[src/rtl/memory_access_unit_pkg.sv]
// -----------------------------------------------------------------------------
// lc3_pkg: shared definitions for the LC-3 memory access unit.
//   mau_state_e      : access sequencer state (IDLE, READ, WRITE, DONE)
//   LC3_WORD_W       : native LC-3 word width
//   MEM_TIMEOUT_FILL : value loaded into MDR when a read times out
// -----------------------------------------------------------------------------
package lc3_pkg;

  localparam int LC3_WORD_W = 16;

  localparam logic [LC3_WORD_W-1:0] MEM_TIMEOUT_FILL = '1;

  typedef enum logic [1:0] {
    IDLE  = 2'd0,
    READ  = 2'd1,
    WRITE = 2'd2,
    DONE  = 2'd3
  } mau_state_e;

endpackage : lc3_pkg

[src/rtl/memory_access_unit_if.sv]
// -----------------------------------------------------------------------------
// memory_access_unit_if: req/ack bus between the memory access unit and the
// instruction/data memory.
//   mem_addr  : access address (master -> slave)
//   mem_wdata : write data (master -> slave)
//   mem_req   : request, held until mem_ack (master -> slave)
//   mem_we    : 1 = write, valid while mem_req=1 (master -> slave)
//   mem_rdata : read data, valid with mem_ack (slave -> master)
//   mem_ack   : access complete (slave -> master)
// -----------------------------------------------------------------------------
interface memory_access_unit_if
  import lc3_pkg::*;
#(
  parameter int ADDR_WIDTH = 16,
  parameter int DATA_WIDTH = LC3_WORD_W
) ();

  logic [ADDR_WIDTH-1:0] mem_addr;
  logic [DATA_WIDTH-1:0] mem_wdata;
  logic                  mem_req;
  logic                  mem_we;
  logic [DATA_WIDTH-1:0] mem_rdata;
  logic                  mem_ack;

  modport master (
    output mem_addr, mem_wdata, mem_req, mem_we,
    input  mem_rdata, mem_ack
  );

  modport slave (
    input  mem_addr, mem_wdata, mem_req, mem_we,
    output mem_rdata, mem_ack
  );

endinterface : memory_access_unit_if

[src/rtl/memory_access_unit_fsm.sv]
// -----------------------------------------------------------------------------
// mem_access_fsm: sequencer for one memory access. Owns the state, the
// registered req/we/ready/err outputs and (optionally) the ack timeout counter.
// Build option: ACCESS_TIMEOUT_EN enables the ack timeout; without it an
// access waits for ack indefinitely and err stays 0.
// Ports:
//   clk, reset_n   : clock, asynchronous active-low reset
//   i_mio_en, i_r_w: access request and direction (1 = write)
//   i_mem_ack      : completion from memory
//   o_req, o_we    : registered memory request / write enable
//   o_ready        : registered one-cycle completion pulse
//   o_err          : registered sticky timeout flag
//   o_idle         : sequencer is in IDLE (MAR/MDR loads allowed)
//   o_rd_capture   : this edge captures mem_rdata into MDR
//   o_rd_timeout   : this edge ends a read by timeout (MDR gets fill value)
// -----------------------------------------------------------------------------
module mem_access_fsm
  import lc3_pkg::*;
#(
  parameter int TIMEOUT_CYCLES = 64
) (
  input  logic clk,
  input  logic reset_n,
  input  logic i_mio_en,
  input  logic i_r_w,
  input  logic i_mem_ack,
  output logic o_req,
  output logic o_we,
  output logic o_ready,
  output logic o_err,
  output logic o_idle,
  output logic o_rd_capture,
  output logic o_rd_timeout
);

  mau_state_e r_state;
  mau_state_e w_next;
  logic       w_busy;
  logic       w_timeout;
  logic       w_done;
  logic       w_req_d;
  logic       w_we_d;
  logic       r_req;
  logic       r_we;
  logic       r_ready;

  assign w_busy = (r_state == READ) || (r_state == WRITE);

`ifdef ACCESS_TIMEOUT_EN
  localparam int CNT_W = (TIMEOUT_CYCLES > 1) ? $clog2(TIMEOUT_CYCLES) : 1;

  logic [CNT_W-1:0] r_cnt;
  logic             r_err;

  // Counter value k means this is req cycle k+1 without an ack.
  assign w_timeout = w_busy && !i_mem_ack && (r_cnt == CNT_W'(TIMEOUT_CYCLES - 1));

  always_ff @(posedge clk or negedge reset_n) begin
    if (!reset_n) begin
      r_cnt <= '0;
      r_err <= 1'b0;
    end else begin
      if (r_state == IDLE && i_mio_en) r_cnt <= '0;
      else if (w_busy && !i_mem_ack)   r_cnt <= r_cnt + 1'b1;
      if (w_timeout)                   r_err <= 1'b1;
    end
  end

  assign o_err = r_err;
`else
  // No timeout in this build: the comparison is constant false for any
  // legal TIMEOUT_CYCLES, so an access waits for ack indefinitely.
  assign w_timeout = (TIMEOUT_CYCLES < 0);
  assign o_err     = 1'b0;
`endif

  assign w_done = w_busy && (i_mem_ack || w_timeout);

  // State register; the outputs are registered alongside it so every port is
  // driven straight from a flop.
  always_ff @(posedge clk or negedge reset_n) begin
    if (!reset_n) begin
      r_state <= IDLE;
      r_req   <= 1'b0;
      r_we    <= 1'b0;
      r_ready <= 1'b0;
    end else begin
      // NOTE: non-blocking assignments so every flop samples pre-edge values.
      r_state <= w_next;
      r_req   <= w_req_d;
      r_we    <= w_we_d;
      r_ready <= w_done;
    end
  end

  // Next-state logic. The direction is encoded in the state itself, so r_w is
  // only looked at in IDLE and later changes have no effect.
  always_comb begin
    // NOTE: default assignment first so no path leaves w_next unassigned (latch).
    w_next = r_state;
    unique case (r_state)
      IDLE:        if (i_mio_en) w_next = i_r_w ? WRITE : READ;
      READ, WRITE: if (w_done)   w_next = DONE;
      DONE:        if (!i_mio_en) w_next = IDLE;
      default:     w_next = IDLE;
    endcase
  end

  // Output decode from the next state: req rises on the edge that leaves IDLE
  // and falls on the edge that enters DONE.
  always_comb begin
    w_req_d = 1'b0;
    w_we_d  = 1'b0;
    unique case (w_next)
      READ:    w_req_d = 1'b1;
      WRITE: begin
        w_req_d = 1'b1;
        w_we_d  = 1'b1;
      end
      default: ;
    endcase
  end

  assign o_req        = r_req;
  assign o_we         = r_we;
  assign o_ready      = r_ready;
  assign o_idle       = (r_state == IDLE);
  assign o_rd_capture = (r_state == READ) && i_mem_ack;
  assign o_rd_timeout = (r_state == READ) && w_timeout;

endmodule : mem_access_fsm

[src/rtl/memory_access_unit.sv]
// -----------------------------------------------------------------------------
// memory_access_unit: LC-3 MAR/MDR plus req/ack handshake to memory. Loads
// MAR/MDR from the datapath bus while idle, runs one access per mio_en, and
// returns read data through MDR with a one-cycle ready ("R") pulse.
// Build option: ACCESS_TIMEOUT_EN (ack timeout after TIMEOUT_CYCLES req
// cycles; a timed-out read fills MDR with all-ones and sets sticky err).
// Ports:
//   clk, reset_n     : clock, asynchronous active-low reset
//   bus_in           : datapath bus, source for MAR/MDR loads
//   ld_mar, ld_mdr   : load strobes (ld_mdr ignored while mio_en=1)
//   mio_en, r_w      : start an access, direction (1 = write)
//   mar_out, mdr_out : current MAR / MDR
//   ready            : one-cycle access-complete pulse
//   err              : sticky timeout flag
//   mem              : memory bus (master side)
// -----------------------------------------------------------------------------
module memory_access_unit
  import lc3_pkg::*;
#(
  parameter int ADDR_WIDTH     = 16,
  parameter int DATA_WIDTH     = LC3_WORD_W,
  parameter int TIMEOUT_CYCLES = 64
) (
  input  logic                  clk,
  input  logic                  reset_n,
  input  logic [DATA_WIDTH-1:0] bus_in,
  input  logic                  ld_mar,
  input  logic                  ld_mdr,
  input  logic                  mio_en,
  input  logic                  r_w,
  output logic [ADDR_WIDTH-1:0] mar_out,
  output logic [DATA_WIDTH-1:0] mdr_out,
  output logic                  ready,
  output logic                  err,
  memory_access_unit_if.master  mem
);

  logic [ADDR_WIDTH-1:0] r_mar;
  logic [DATA_WIDTH-1:0] r_mdr;
  logic                  w_idle;
  logic                  w_rd_capture;
  logic                  w_rd_timeout;
  logic                  w_req;
  logic                  w_we;

  mem_access_fsm #(
    .TIMEOUT_CYCLES(TIMEOUT_CYCLES)
  ) u_fsm (
    .clk          (clk),
    .reset_n      (reset_n),
    .i_mio_en     (mio_en),
    .i_r_w        (r_w),
    .i_mem_ack    (mem.mem_ack),
    .o_req        (w_req),
    .o_we         (w_we),
    .o_ready      (ready),
    .o_err        (err),
    .o_idle       (w_idle),
    .o_rd_capture (w_rd_capture),
    .o_rd_timeout (w_rd_timeout)
  );

  // MAR/MDR only accept bus loads in IDLE; during an access the sole MDR
  // update is the read result (data or timeout fill).
  always_ff @(posedge clk or negedge reset_n) begin
    if (!reset_n) begin
      r_mar <= '0;
      r_mdr <= '0;
    end else begin
      if (w_idle && ld_mar) r_mar <= bus_in[ADDR_WIDTH-1:0];

      if (w_rd_capture)                    r_mdr <= mem.mem_rdata;
      else if (w_rd_timeout)               r_mdr <= DATA_WIDTH'(MEM_TIMEOUT_FILL);
      else if (w_idle && ld_mdr && !mio_en) r_mdr <= bus_in;
    end
  end

  assign mar_out       = r_mar;
  assign mdr_out       = r_mdr;
  assign mem.mem_addr  = r_mar;
  assign mem.mem_wdata = r_mdr;
  assign mem.mem_req   = w_req;
  assign mem.mem_we    = w_we;

endmodule : memory_access_unit

[src/flat_wrapper.sv]
// flat-port wrapper written by rule: the top's interface ports become plain ports
module memory_access_unit_flat import lc3_pkg::*;
#(
  parameter int ADDR_WIDTH     = 16,
  parameter int DATA_WIDTH     = LC3_WORD_W,
  parameter int TIMEOUT_CYCLES = 64
)
  (clk, reset_n, bus_in, ld_mar, ld_mdr, mio_en, r_w, mar_out, mdr_out, ready, err, mem_mem_addr, mem_mem_wdata, mem_mem_req, mem_mem_we, mem_mem_rdata, mem_mem_ack);
  memory_access_unit_if #(.ADDR_WIDTH(ADDR_WIDTH), .DATA_WIDTH(DATA_WIDTH)) mem_i ();
  input  logic clk;
  input  logic reset_n;
  input  logic [DATA_WIDTH-1:0] bus_in;
  input  logic ld_mar;
  input  logic ld_mdr;
  input  logic mio_en;
  input  logic r_w;
  output logic [ADDR_WIDTH-1:0] mar_out;
  output logic [DATA_WIDTH-1:0] mdr_out;
  output logic ready;
  output logic err;
  output wire logic [$bits(mem_i.mem_addr)-1:0] mem_mem_addr;
  output wire logic [$bits(mem_i.mem_wdata)-1:0] mem_mem_wdata;
  output wire logic [$bits(mem_i.mem_req)-1:0] mem_mem_req;
  output wire logic [$bits(mem_i.mem_we)-1:0] mem_mem_we;
  input wire logic [$bits(mem_i.mem_rdata)-1:0] mem_mem_rdata;
  input wire logic [$bits(mem_i.mem_ack)-1:0] mem_mem_ack;
  assign mem_mem_addr = mem_i.mem_addr;
  assign mem_mem_wdata = mem_i.mem_wdata;
  assign mem_mem_req = mem_i.mem_req;
  assign mem_mem_we = mem_i.mem_we;
  assign mem_i.mem_rdata = mem_mem_rdata;
  assign mem_i.mem_ack = mem_mem_ack;
  memory_access_unit #(.ADDR_WIDTH(ADDR_WIDTH), .DATA_WIDTH(DATA_WIDTH), .TIMEOUT_CYCLES(TIMEOUT_CYCLES)) u_core (.clk(clk), .reset_n(reset_n), .bus_in(bus_in), .ld_mar(ld_mar), .ld_mdr(ld_mdr), .mio_en(mio_en), .r_w(r_w), .mar_out(mar_out), .mdr_out(mdr_out), .ready(ready), .err(err), .mem(mem_i));
endmodule
[config.mk]
export PLATFORM = sky130hd
export DESIGN_NAME = memory_access_unit_flat
export DESIGN_NICKNAME = d
export VERILOG_FILES = /design/src/rtl/memory_access_unit_pkg.sv /design/src/rtl/memory_access_unit_if.sv /design/src/rtl/memory_access_unit_fsm.sv /design/src/rtl/memory_access_unit.sv /design/src/flat_wrapper.sv
export SDC_FILE = /design/constraint.sdc
export NUM_CORES = 1
export LEC_CHECK = 0
export CORE_MARGIN = 2
export CORE_UTILIZATION = 39
export DETAILED_ROUTE_END_ITERATION = 8
export PLACE_DENSITY = 0.89
export SLEW_MARGIN = 30
export SYNTH_ARGS = -nofsm -noshare
export SYNTH_HDL_FRONTEND = slang
export SYNTH_SLANG_ARGS = --single-unit
[constraint.sdc]
create_clock -name clk -period 2.1 [get_ports clk]
set_input_delay 0.42 -clock clk [delete_from_list [all_inputs] [get_ports clk]]
set_output_delay 0.42 -clock clk [all_outputs]
set_load 0.1 [all_outputs]
Word-level counts from Yosys, hierarchy flattened

Cells that the tools add are included.

Equal/unequal tests: 5
Multiplexer cells: 9
Reductions and logical operators: 11

Operators by type and width:

| operator           | count |
|---|---|
| $mux 16            | 2 |
| $mux 2             | 4 |
| $eq 2x2->1 const B | 3 |
| $pmux 2 s3         | 1 |
| $logic_and 1x1->1  | 5 |
| $eq 2x1->1 const B | 2 |
| $reduce_or 2->1    | 2 |
| $logic_not 2->1    | 1 |
| $mux 1             | 2 |
| $reduce_bool 2->1  | 1 |
| $logic_not 1->1    | 1 |
| $logic_or 1x1->1   | 1 |

Bits in registers: 37
Output and inout port bits: 68
Word-level logic and storage cells: 31

Logic depth before layout (Yosys ltp)

Depth in word-level cells: 8
Depth in mapped cells: 7
Gate-level depth less buffers: 7

Hierarchy

A second synthesis with hierarchy kept.

Cell total of the unflattened synthesis: 181
Area total of the unflattened synthesis: 2015.7 um2

Modules (own cells, without submodules):

| module             | instances | cells an instance | area each (um2) |
|---|---|---|---|
| memory_access_unit | 1         | 155               | 1720.4 |
| mem_access_fsm     | 1         | 26                | 295.3 |

Worst setup path after synthesis

Ideal clock, no wire load.

Path type: reg2out
Start point: register u_core.r_mdr[10] (netlist: u_core.mdr_out[10])
End point: output port mem_mem_wdata[10]
Arrival time: 1340 ps
Required time: 1680 ps
Slack: 340 ps
Cell stages (with the launch flop): 2
Cells stage by stage: dfrtp_1 -> buf_4

RTL lines:

| element                | RTL line                 | RTL |
|---|---|---|
| start, declared        | memory_access_unit.sv:39 | `logic [DATA_WIDTH-1:0] r_mdr;` |
| start signal, assigned | memory_access_unit.sv:72 | `if (w_rd_capture) r_mdr <= mem.mem_rdata;` |
| start signal, assigned | memory_access_unit.sv:73 | `else if (w_rd_timeout) r_mdr <= DATA_WIDTH'(MEM_TIMEOUT_FILL);` |
| start signal, assigned | memory_access_unit.sv:74 | `else if (w_idle && ld_mdr && !mio_en) r_mdr <= bus_in;` |
| end, declared          | flat_wrapper.sv:22       | `output wire logic [$bits(mem_i.mem_wdata)-1:0] mem_mem_wdata;` |

No word-level cell between the ends.

Worst setup path in the final report

Start point: register u_core.u_fsm.r_state[0]
End point: register u_core.u_fsm.r_req (netlist: u_core.u_fsm.o_req)

Word-level cells in the longest chain between the ends: 8
Elaborated cells on any way between the ends: 15
Those cells by class: eq/ne: 5; mux: 5; reduce/logical: 5

RTL lines:

| element                                         | RTL line                                                    | RTL |
|---|---|---|
| start, declared                                 | memory_access_unit_fsm.sv:36                                | `mau_state_e r_state;` |
| start signal, assigned                          | memory_access_unit_fsm.sv:89                                | `r_state <= w_next;` |
| $eq 2x1->1 / $eq 2x2->1 (equally long branches) | memory_access_unit_fsm.sv:47, memory_access_unit_fsm.sv:101 |  |
| $logic_or 1x1->1                                | memory_access_unit_fsm.sv:47                                | `assign w_busy = (r_state == READ) \|\| (r_state == WRITE);` |
| $logic_and 1x1->1                               | memory_access_unit_fsm.sv:77                                | `assign w_done = w_busy && (i_mem_ack \|\| w_timeout);` |
| $mux 2                                          | memory_access_unit_fsm.sv:103                               | `READ, WRITE: if (w_done) w_next = DONE;` |
| $pmux 2 s3 *                                    | memory_access_unit_fsm.sv:101                               | `unique case (r_state)` |
| $eq 2x2->1 / $eq 2x1->1 (equally long branches) | memory_access_unit_fsm.sv:114                               | `unique case (w_next)` |
| $reduce_or 2->1 (no source line) *              | -                                                           |  |
| $mux 1 *                                        | memory_access_unit_fsm.sv:114                               |  |
| named net u_core.u_fsm.w_req_d                  | memory_access_unit_fsm.sv:41                                | `logic w_req_d;` |
| end signal, assigned                            | memory_access_unit_fsm.sv:90                                | `r_req <= w_req_d;` |
| end, declared                                   | memory_access_unit_fsm.sv:43                                | `logic r_req;` |

The timed path passes the listed nets; every way through them passes the cells marked *.
A chain may end at the register's enable or synchronous reset.

==> results.ini <==
[synth]
yosys_warnings=0
synth-edff-count=0
synth_top_area_share_pct=46.3
syn-cell-area_sq_um=2000
synth_fp_nets=190
synth-main-ff-cell=dfrtp_1
synth.most_common_cell=dfrtp_1
synth_area_leader_cell=dfrtp_1
synthCells=146
async_reset_ff_share_pct=100
yosys_register_bits=37
yosysSeqAreaShare_pct=46.3
ys_top_cells_by_area=dfrtp_1, mux2_2, mux2_4, buf_4, ha_1
synth.distinct_cells=18
netlist_top_cells_count=dfrtp_1, buf_4, mux2_2
avgSynthCellArea_sq_um=13.7

[floorplanning]
dieWidth_microns=75.6
core_sq_um=5040
io-pin-count=107
rows=26
dieHeight_microns=75.6
fp.dieArea_sq_um=5720
initial_utilization_pct=39.7

[drt]
antenna_left=0
drt_wl_total_microns=4210
via_count=1324
wl_per_cell_microns=14.1
first_iter_violations=31
drc=0
via_per_inst=4.44
drtPass1Iterations=3

[timing]
final_max_slew_viol_count=0
hold_viol_final=0
post-route-period-util_pct=87.5
slew_headroom_pct=44.9
fmax_mhz=544
min_period_ps=1840
grt_setup_unrepaired=false
finalSetupViolations=0
worstMarginPinSlew_ps=826
setup_tns_ps=0
finClkSkew_ps=5.14

[clocking]
clock-sinks=37
cts_tree=done
post_cts_buffers=0
clockBufferDepth=2
root_buffer=clkbuf_8
htreeDepth=2
ctsResizeCount=0
cts_buffers=5
cts_hold_buffers=0
clk_pin_slew_worst_paths_ps=70
clock_latency_ps=290

[worst_setup_path]
crit_path_start_kind=flop
r2r_slack_ps=260
worstPathRequired_ps=2290
path_delay_family=compound AO/OA/AOI/OAI gates
path_cells=inv_1 > ha_1 > a211oi_1 > a21oi_1 > a211o_1 > ha_1 > inv_1
worstPathArrival_ps=2030
r2r_cells=7
cp_slowest_cell=dfrtp_1
worst_path_largest_cell_delay_ps=410
r2r-start=u_core.u_fsm.r_state[0]
rr_endpoint=u_core.u_fsm.o_req
worstPathMaxFanout=5
criticalPathCategory=reg -> reg
path_buf_inv=2
end_kind=flop

[status]
status=finished clean

[global_routing]
grtUsageTotal_pct=14.9
antenna_found_initial=0
use_met3_pct=4.76
met2_usage_pct=27.7
grt_overflow_total=0
met1_usage_pct=15.7
grt_max_degree=38
grt_first_pass_wirelength_microns=6170
busiest_layer=met2
first_global_vias=1282

[finish]
final_nets=271
syn_to_final_growth_pct=40.2
fillCellCount=444
antennaDiodeCount=0
layout-drive-gt1-share_pct=56.1

[worst_hold_path]
min-delay-path-class=in -> async

[placement]
port_buffers=105
dpl.hpwl_microns=3340
gp_congestion=0.725

[run]
maxCapViolations=0

layout make-up:
cell class	count	area (sq um)	area share [%]
clock buffers	8	80.1	2.86
inverters	4	15.0	0.536
multi-input cells	69	778	27.8
flip-flops and latches	37	926	33.0
well taps	70	87.6	3.12
repair buffers	110	916	32.7
cells by family after synthesis:
kind of cell               synth area share, %
AOI/OAI and AO/OA                         2.32
adders and majority gates                 3.13
buffers and inverters                     14.8
DFF                                       46.3
muxes                                     30.8
other                                    0.188
and+or+nand+nor                           2.50
state kept, by name, indices dropped and copies added, names as in the netlist:
signal                cells
u_core.u_fsm.o_we         1
u_core.u_fsm.o_req        1
u_core.u_fsm.o_ready      1
u_core.mdr_out           16
u_core.u_fsm.r_state      2
u_core.mar_out           16
per-layer routing:
| metal | vias up | wire length, microns |
|---|---|---|
| li1 | 628 | - |
| met1 | 635 | 1550 |
| met2 | 56 | 2310 |
| met3 | 5 | 290 |
| met4 | 0 | 46 |
| met5 | - | 0 |
worst reg2reg max path: stages (launching register included):
cell	delay, ps
dfrtp_1	410
inv_1	80
ha_1	310
a211oi_1	200
a21oi_1	110
a211o_1	320
ha_1	270
inv_1	30
cell usage in the layout, fill, tap and decap left out:
cell / Yosys / final
buf_4: 34 / 72
mux2_4: 20 / 20
clkbuf_1: 0 / 3
dfrtp_1: 37 / 37
clkbuf_8: 0 / 5
a211o_1: 3 / 3
nand3b_1: 1 / 1
clkdlybuf4s50_1: 0 / 37
ha_1: 5 / 5
a211oi_1: 2 / 2
a21oi_1: 1 / 1
nand2_2: 1 / 1
conb_1: 1 / 1
nor2_1: 2 / 2
nand2_4: 1 / 1
buf_2: 1 / 1
and3_1: 1 / 1
mux2_2: 28 / 28
nand2_1: 3 / 3
inv_1: 4 / 4
how the worst max path moves through the flow:
stage | endpoint | from | depth (start not counted) | slack (ps)
2_1_floorplan | mem_mem_wdata[10] | u_core.mdr_out[10] | 1 | 340
3_3_place_gp | u_core.u_fsm.o_req | mio_en | 6 | 170
3_5_place_dp | u_core.mdr_out[5] | mem_mem_ack | 5 | 130
4_1_cts | u_core.u_fsm.o_req | u_core.u_fsm.r_state[0] | 7 | 250
5_1_grt | u_core.u_fsm.o_req | u_core.u_fsm.r_state[0] | 7 | 100
6_report | u_core.u_fsm.o_req | u_core.u_fsm.r_state[0] | 7 | 260
metrics by stage:
stage	std cells	instance area [sq um]	util (%)	hold WS [ps]	setup WS [ps]
floorplan	146	2000	-	124	340
global placement	290	2720	54.0	513	174
detailed placement	290	2720	54.0	524	125
CTS	298	2800	55.6	251	246
global route	298	2800	55.6	290	103
finish	298	2800	55.6	226	262
Power is left out: the tool's default activity adds up to more than one toggle a clock period on the data nets, which glitch-free logic cannot reach.
